===== config.mk =====
export PLATFORM = sky130hd
export DESIGN_NAME = vpu_sram_rd_arbiter
export DESIGN_NICKNAME = d
export VERILOG_FILES = /design/src/rtl/vpu_sram_rd_arbiter.sv
export SDC_FILE = /design/constraint.sdc
export NUM_CORES = 2
export LEC_CHECK = 0
export CORE_AREA = 2 2 739 741
export DETAILED_ROUTE_END_ITERATION = 10
export DIE_AREA = 0 0 741 743
export GPL_TIMING_DRIVEN = 1
export REMOVE_ABC_BUFFERS = 1
export SYNTH_ARGS = -nofsm -noshare
export SYNTH_HDL_FRONTEND = slang
export SYNTH_SLANG_ARGS = --single-unit

===== constraint.sdc =====
create_clock -name clk -period 4.62 [get_ports clk]
set_input_delay 0.462 -clock clk [delete_from_list [all_inputs] [get_ports clk]]
set_output_delay 0.462 -clock clk [all_outputs]
set_load 0.02 [all_outputs]

===== src/rtl/vpu_sram_rd_arbiter.sv =====
// ---------------------------------------------------------------------------
// vpu_sram_rd_arbiter
//   Shares BANK_CNT single-read-port SRAM banks among N_REQ VPU operand read
//   ports. Each bank has its own round-robin arbiter. A grant locks the bank
//   to its owner until the owner's rlast beat, and the read data is routed
//   back to the owner one cycle after the beat.
//
// Ports
//   clk, rst      clock, synchronous active-high reset
//   req_i         per-requester bank request, held until ack
//   rid_i         per-requester target bank index
//   addr_i        per-requester beat address
//   reb_i         per-requester beat strobe (active-low)
//   rlast_i       per-requester last-beat flag (qualified by reb_i=0)
//   ack_o         one-cycle grant pulse per requester
//   rdata_o       per-requester returned read data (held while rvalid_o=0)
//   rvalid_o      per-requester return valid
//   bank_reb_o    per-bank read strobe (active-low)
//   bank_addr_o   per-bank read address
//   bank_rdata_i  per-bank read data, valid one cycle after bank_reb_o=0
// ---------------------------------------------------------------------------
module vpu_sram_rd_arbiter #(
  parameter int N_REQ     = 3,
  parameter int BANK_CNT  = 4,
  parameter int DEPTH_LG2 = 10,
  parameter int DATA_W    = 256,
  localparam int BANK_LG2 = (BANK_CNT > 1) ? $clog2(BANK_CNT) : 1,
  localparam int OWN_W    = (N_REQ > 1) ? $clog2(N_REQ) : 1
) (
  input  logic                          clk,
  input  logic                          rst,
  input  logic [N_REQ-1:0]              req_i,
  input  logic [N_REQ*BANK_LG2-1:0]     rid_i,
  input  logic [N_REQ*DEPTH_LG2-1:0]    addr_i,
  input  logic [N_REQ-1:0]              reb_i,
  input  logic [N_REQ-1:0]              rlast_i,
  output logic [N_REQ-1:0]              ack_o,
  output logic [N_REQ*DATA_W-1:0]       rdata_o,
  output logic [N_REQ-1:0]              rvalid_o,
  output logic [BANK_CNT-1:0]           bank_reb_o,
  output logic [BANK_CNT*DEPTH_LG2-1:0] bank_addr_o,
  input  logic [BANK_CNT*DATA_W-1:0]    bank_rdata_i
);

  logic [BANK_CNT-1:0] locked_q, locked_d;
  logic [OWN_W-1:0]    owner_q  [BANK_CNT];
  logic [OWN_W-1:0]    owner_d  [BANK_CNT];
  logic [OWN_W-1:0]    rr_q     [BANK_CNT];
  logic [OWN_W-1:0]    rr_d     [BANK_CNT];
  logic [N_REQ-1:0]    ack_q, ack_d;
  logic [BANK_CNT-1:0] ret_vld_q, ret_vld_d;
  logic [OWN_W-1:0]    ret_own_q [BANK_CNT];
  logic [DATA_W-1:0]   rdata_q   [N_REQ];

  logic [N_REQ-1:0]    owns;
  logic [BANK_CNT-1:0] beat, last;
  logic [BANK_CNT-1:0] grant_vld;
  logic [OWN_W-1:0]    grant_idx [BANK_CNT];

  // A requester already holding a bank may not compete for another one.
  always_comb begin
    owns = '0;
    for (int b = 0; b < BANK_CNT; b++)
      for (int r = 0; r < N_REQ; r++)
        if (locked_q[b] && owner_q[b] == OWN_W'(r)) owns[r] = 1'b1;
  end

  // Owner beat pass-through: strobe and address reach the bank the same cycle.
  always_comb begin
    bank_reb_o  = '1;
    bank_addr_o = '0;
    beat        = '0;
    last        = '0;
    for (int b = 0; b < BANK_CNT; b++)
      for (int r = 0; r < N_REQ; r++)
        if (locked_q[b] && owner_q[b] == OWN_W'(r) && !reb_i[r]) begin
          beat[b]       = 1'b1;
          last[b]       = rlast_i[r];
          bank_reb_o[b] = 1'b0;
          bank_addr_o[b*DEPTH_LG2 +: DEPTH_LG2] = addr_i[r*DEPTH_LG2 +: DEPTH_LG2];
        end
  end

  // Round-robin pick: scanning offsets high to low leaves the candidate
  // closest to rr_q (at or after it, wrapping) as the final winner.
  always_comb begin
    grant_vld = '0;
    for (int b = 0; b < BANK_CNT; b++) begin
      grant_idx[b] = '0;
      if (!locked_q[b])
        for (int i = N_REQ - 1; i >= 0; i--)
          for (int r = 0; r < N_REQ; r++)
            if (r == (int'(rr_q[b]) + i) % N_REQ && req_i[r] && !owns[r] &&
                rid_i[r*BANK_LG2 +: BANK_LG2] == BANK_LG2'(b)) begin
              grant_vld[b] = 1'b1;
              grant_idx[b] = OWN_W'(r);
            end
    end
  end

  always_comb begin
    locked_d  = locked_q;
    ack_d     = '0;
    ret_vld_d = beat;
    for (int b = 0; b < BANK_CNT; b++) begin
      owner_d[b] = owner_q[b];
      rr_d[b]    = rr_q[b];
      if (grant_vld[b]) begin
        locked_d[b] = 1'b1;
        owner_d[b]  = grant_idx[b];
        rr_d[b]     = OWN_W'((int'(grant_idx[b]) + 1) % N_REQ);
        for (int r = 0; r < N_REQ; r++)
          if (grant_idx[b] == OWN_W'(r)) ack_d[r] = 1'b1;
      end else if (beat[b] && last[b]) begin
        // Release on the last beat; arbitration resumes next cycle.
        locked_d[b] = 1'b0;
      end
    end
  end

  // Return routing: a requester owns at most one bank, so at most one bank
  // can target it in any cycle.
  always_comb begin
    rvalid_o = '0;
    for (int r = 0; r < N_REQ; r++) begin
      rdata_o[r*DATA_W +: DATA_W] = rdata_q[r];
      for (int b = 0; b < BANK_CNT; b++)
        if (ret_vld_q[b] && ret_own_q[b] == OWN_W'(r)) begin
          rvalid_o[r] = 1'b1;
          rdata_o[r*DATA_W +: DATA_W] = bank_rdata_i[b*DATA_W +: DATA_W];
        end
    end
  end

  assign ack_o = ack_q;

  // Stage boundary: bank request -> bank return.
  always_ff @(posedge clk) begin
    if (rst) begin
      locked_q  <= '0;
      ack_q     <= '0;
      ret_vld_q <= '0;
      for (int b = 0; b < BANK_CNT; b++) begin
        owner_q[b]   <= '0;
        rr_q[b]      <= '0;
        ret_own_q[b] <= '0;
      end
      for (int r = 0; r < N_REQ; r++) rdata_q[r] <= '0;
    end else begin
      locked_q  <= locked_d;
      ack_q     <= ack_d;
      ret_vld_q <= ret_vld_d;
      for (int b = 0; b < BANK_CNT; b++) begin
        owner_q[b]   <= owner_d[b];
        rr_q[b]      <= rr_d[b];
        ret_own_q[b] <= owner_q[b];
      end
      for (int r = 0; r < N_REQ; r++) rdata_q[r] <= rdata_o[r*DATA_W +: DATA_W];
    end
  end

endmodule


==> impl_results.rst <==
.. list-table::
   :header-rows: 1

   * - Metric
     - Value
   * - Switching Share
     - 0.356
   * - Worst slew slack as a fraction of its limit
     - 0.237
   * - Leading cell types in the layout, fill and taps excluded
     - 1,484 x clkdlybuf4s50_1, 1,041 x nand2_1, 803 x dfxtp_1, 799 x nor2_1, 776 x nor2b_1
   * - Mean area per synthesized cell
     - 8.07 sq um
   * - Initial drt markers
     - 6,652
   * - Inserted Clock Buffers
     - 114
   * - Number of enable-type register cells in the synthesized netlist
     - 0
   * - Final ANT Viol Nets
     - 0
   * - Final period util
     - 0.995
   * - Clock Path Buffers
     - 4
   * - Number of vias per cell
     - 4.10
   * - Worst setup skew after layout
     - 0.0903 ns
   * - Result of the run
     - finished clean
   * - Rows
     - 271
   * - Combinational share of power
     - 0.326
   * - Layout net count
     - 9,624
   * - HPWL after detailed placement
     - 459,000 um
   * - Post-Layout Cell Count
     - 16,000
   * - Register share of total power
     - 0.296
   * - Path category of the worst min-delay check
     - in -> reg
   * - Critical path type
     - reg -> out
   * - Chip height
     - 743 um
   * - Summed area of non-filler cells in the final layout
     - 89,400 sq um
   * - Share of cells above drive strength 1
     - 0.191
   * - Final hold violations
     - 0
   * - Worst-margin pin slew
     - 1.14 ns
   * - Cell area after technology mapping
     - 55,800 sq um
   * - Synth Register Bits
     - 803
   * - Shortest period the worst path allows
     - 4.60 ns
   * - Remaining DRCs
     - 0
   * - Max-cap violations
     - 0
   * - Pleak
     - 40.3 nW
   * - Unrepaired setup endpoints after global routing
     - no
   * - Number of levels the H-tree was split into
     - 3
   * - Nature of the critical path endpoint
     - primary output
   * - Number of endpoints failing setup at the final stage
     - 0
   * - Startpoint types
     - flop
   * - Cts repair resizes
     - 0
   * - Final worst hold slack
     - 0.222 ns
   * - Critical path required time
     - 4.16 ns
   * - Share of synthesized flip-flops with an asynchronous set or reset
     - 0
   * - Initial DRT Pass Iterations
     - 5
   * - GR Util All Layers
     - 0.188
   * - WL/cell
     - 34.1 um
   * - Design internal power
     - 0.0161 W
   * - Wire length of the first global-routing pass
     - 682,000 um
   * - Buffer count from post-CTS setup fixing
     - 0
   * - Power per Cell Area
     - 280 nW/um^2
   * - Clock transition at the register clock pins on the worst setup and hold paths after CTS
     - 0.06 ns
   * - Total wire length after detailed routing
     - 545,000 um
   * - DIE WIDTH
     - 741 um
   * - Cell area after placement
     - 85,200 sq um
   * - Initial cell density of the core
     - 0.103
   * - Synthesis-to-layout area growth
     - 60.1%
   * - Total via count in the routed design
     - 65,600
   * - Data arrival, critical path
     - 4.13 ns
   * - Cell count after placement
     - 15,700
   * - Global placement routability congestion
     - 1.17
   * - Setup total negative slack
     - 0 ns
   * - Switching component of the power
     - 0.00890 W
   * - Worst vdd rail ir drop
     - 0.293 mV
   * - Crit-path slowest cell
     - clkdlybuf4s50_1
   * - Number of antenna violations at the first check in global routing
     - 282
   * - Primary FF master, synth
     - dfxtp_1
   * - Worst stage delay on the critical path
     - 0.92 ns
   * - Share of synthesized area occupied by flip-flops and latches
     - 0.288
   * - Worst skew pair latency
     - 0.92 ns
   * - Number of max-slew violations in the final report
     - 0
   * - Master cell of the clock root buffer
     - clkbuf_16
   * - Pin count of the biggest net entering global routing
     - 118
   * - Most common cell after layout, fill and taps aside
     - clkdlybuf4s50_1
   * - Cell-by-cell listing of the critical path
     - or3b_4 > buf_12 > buf_4 > nor2_1 > a311oi_1 > a21o_1 > mux2_2 > clkdlybuf4s50_1
   * - Post-synthesis cell count
     - 6,921
   * - Die footprint
     - 551,000 sq um
   * - Top-Level Pins
     - 1,889
   * - CTS tree
     - yes
   * - Maximum operating frequency
     - 218 MHz
   * - Critical path fanouts, max
     - 33
   * - Clock power share
     - 0.378
   * - Number of global-route vias before repair
     - 60,500
   * - Post-synthesis cell type count
     - 55
   * - Port Buffers
     - 1,888
   * - Quantity of hold-fixing buffers added after cts
     - 0
   * - Synth warn
     - 0
   * - Layout filler cell count
     - 61,100
   * - Number of sinks handled by clock tree synthesis
     - 803
   * - Aggregate global routing overflow
     - 0
   * - Core region area
     - 543,000 sq um
critical path, delay by kind of cell, from the launching register on:
kind                   cells  cell delay, ns
flip-flops                 1            0.32
buffers and inverters      3            1.48
AO/OA/AOI/OAI              2            0.41
multiplexers               1            0.15
AND/OR/NAND/NOR            2            0.73
through the flow:
step	total power, W	util	worst slack [ns]
after floorplan	0.0109	-	-24.61
after global placement	0.0156	0.157	1.03
after detailed placement	0.0156	0.157	1.04
after CTS	0.0252	0.164	0.00479
after global routing	0.0257	0.164	0.00267
final	0.0250	0.165	0.0240
cells in the mapped netlist, types with 7 or more instances:
cell type | count | area, sq um
nand2_1 | 1041 | 3910
dfxtp_1 | 803 | 16100
nor2_1 | 799 | 3000
nor2b_1 | 776 | 4850
mux2_2 | 770 | 8670
a21o_1 | 768 | 5770
clkbuf_1 | 536 | 2010
a311oi_1 | 512 | 4480
mux2i_1 | 260 | 2600
a211oi_1 | 259 | 1940
buf_2 | 94 | 470
inv_1 | 61 | 229
buf_1 | 41 | 154
a222oi_1 | 40 | 400
ha_1 | 19 | 238
a21oi_1 | 14 | 70.1
nand3b_1 | 14 | 105
nor3_1 | 13 | 65.1
nand2b_1 | 9 | 56.3
o21ai_0 | 9 | 45.0
nand3_1 | 8 | 40.0
nor4_1 | 7 | 43.8
power by group through the flow:
stage	combinational, W	sequential (W)	clock, W
after floorplan	0.00342	0.00750	0
after global placement	0.00812	0.00753	0
after detailed placement	0.00811	0.00754	0
after CTS	0.00816	0.00739	0.00966
after global routing	0.00849	0.00742	0.00982
final	0.00815	0.00739	0.00946
layout make-up:
| cell class | instances | area [sq um] | share of cell area |
|---|---|---|---|
| multi-input combinational | 5380 | 36900 | 0.413 |
| timing repair buffer | 2174 | 23000 | 0.257 |
| sequential | 803 | 16100 | 0.180 |
| tap | 7234 | 9050 | 0.101 |
| clock buffer | 167 | 3370 | 0.0377 |
| clock inverter | 38 | 452 | 0.00505 |
| antenna | 130 | 325 | 0.00364 |
| inverter | 61 | 229 | 0.00256 |
cells by family (layout without fill, tap and decap cells):
group / Yosys count / after routing / synth area share
adders and majority gates: 19 / 19 / 0.00426
AOI/OAI and AO/OA: 1632 / 1632 / 0.233
muxes: 1030 / 1030 / 0.202
buffers and inverters: 738 / 2440 / 0.0522
other: 0 / 130 / 0
and+or+nand+nor: 2699 / 2699 / 0.221
DFF: 803 / 803 / 0.288
metal layers:
| layer | routed length [um] | global-route usage | vias to the layer above | share of wire |
|---|---|---|---|---|
| met4 | 38900 | 0.110 | 148 | 0.071 |
| met2 | 212000 | 0.262 | 4143 | 0.39 |
| met1 | 195000 | 0.200 | 32300 | 0.36 |
| met5 | 1120 | 0.0000874 | - | 0.0020 |
| li1 | - | - | 27900 | - |
| met3 | 98800 | 0.145 | 1134 | 0.18 |
state kept, by name (all words and copies together), names as in the netlist:
signal and count:
rdata_q 768, ret_vld_q 4, ack_o 3, owner_q 8, locked_q 4, rr_q 8
ret_own_q 8
final timing paths:
check,end,startpoint,slack [ns],cells after the start
min,rdata_q[0][330],rst,0.22,2
max,rdata_o[30],ret_vld_q[1],0.02,8
max reg2reg,ack_o[0],owner_q[0][1],1.32,9
min reg2reg,rr_q[3][0],rr_q[3][0],0.53,2
Power figures use the tool's default switching activity.
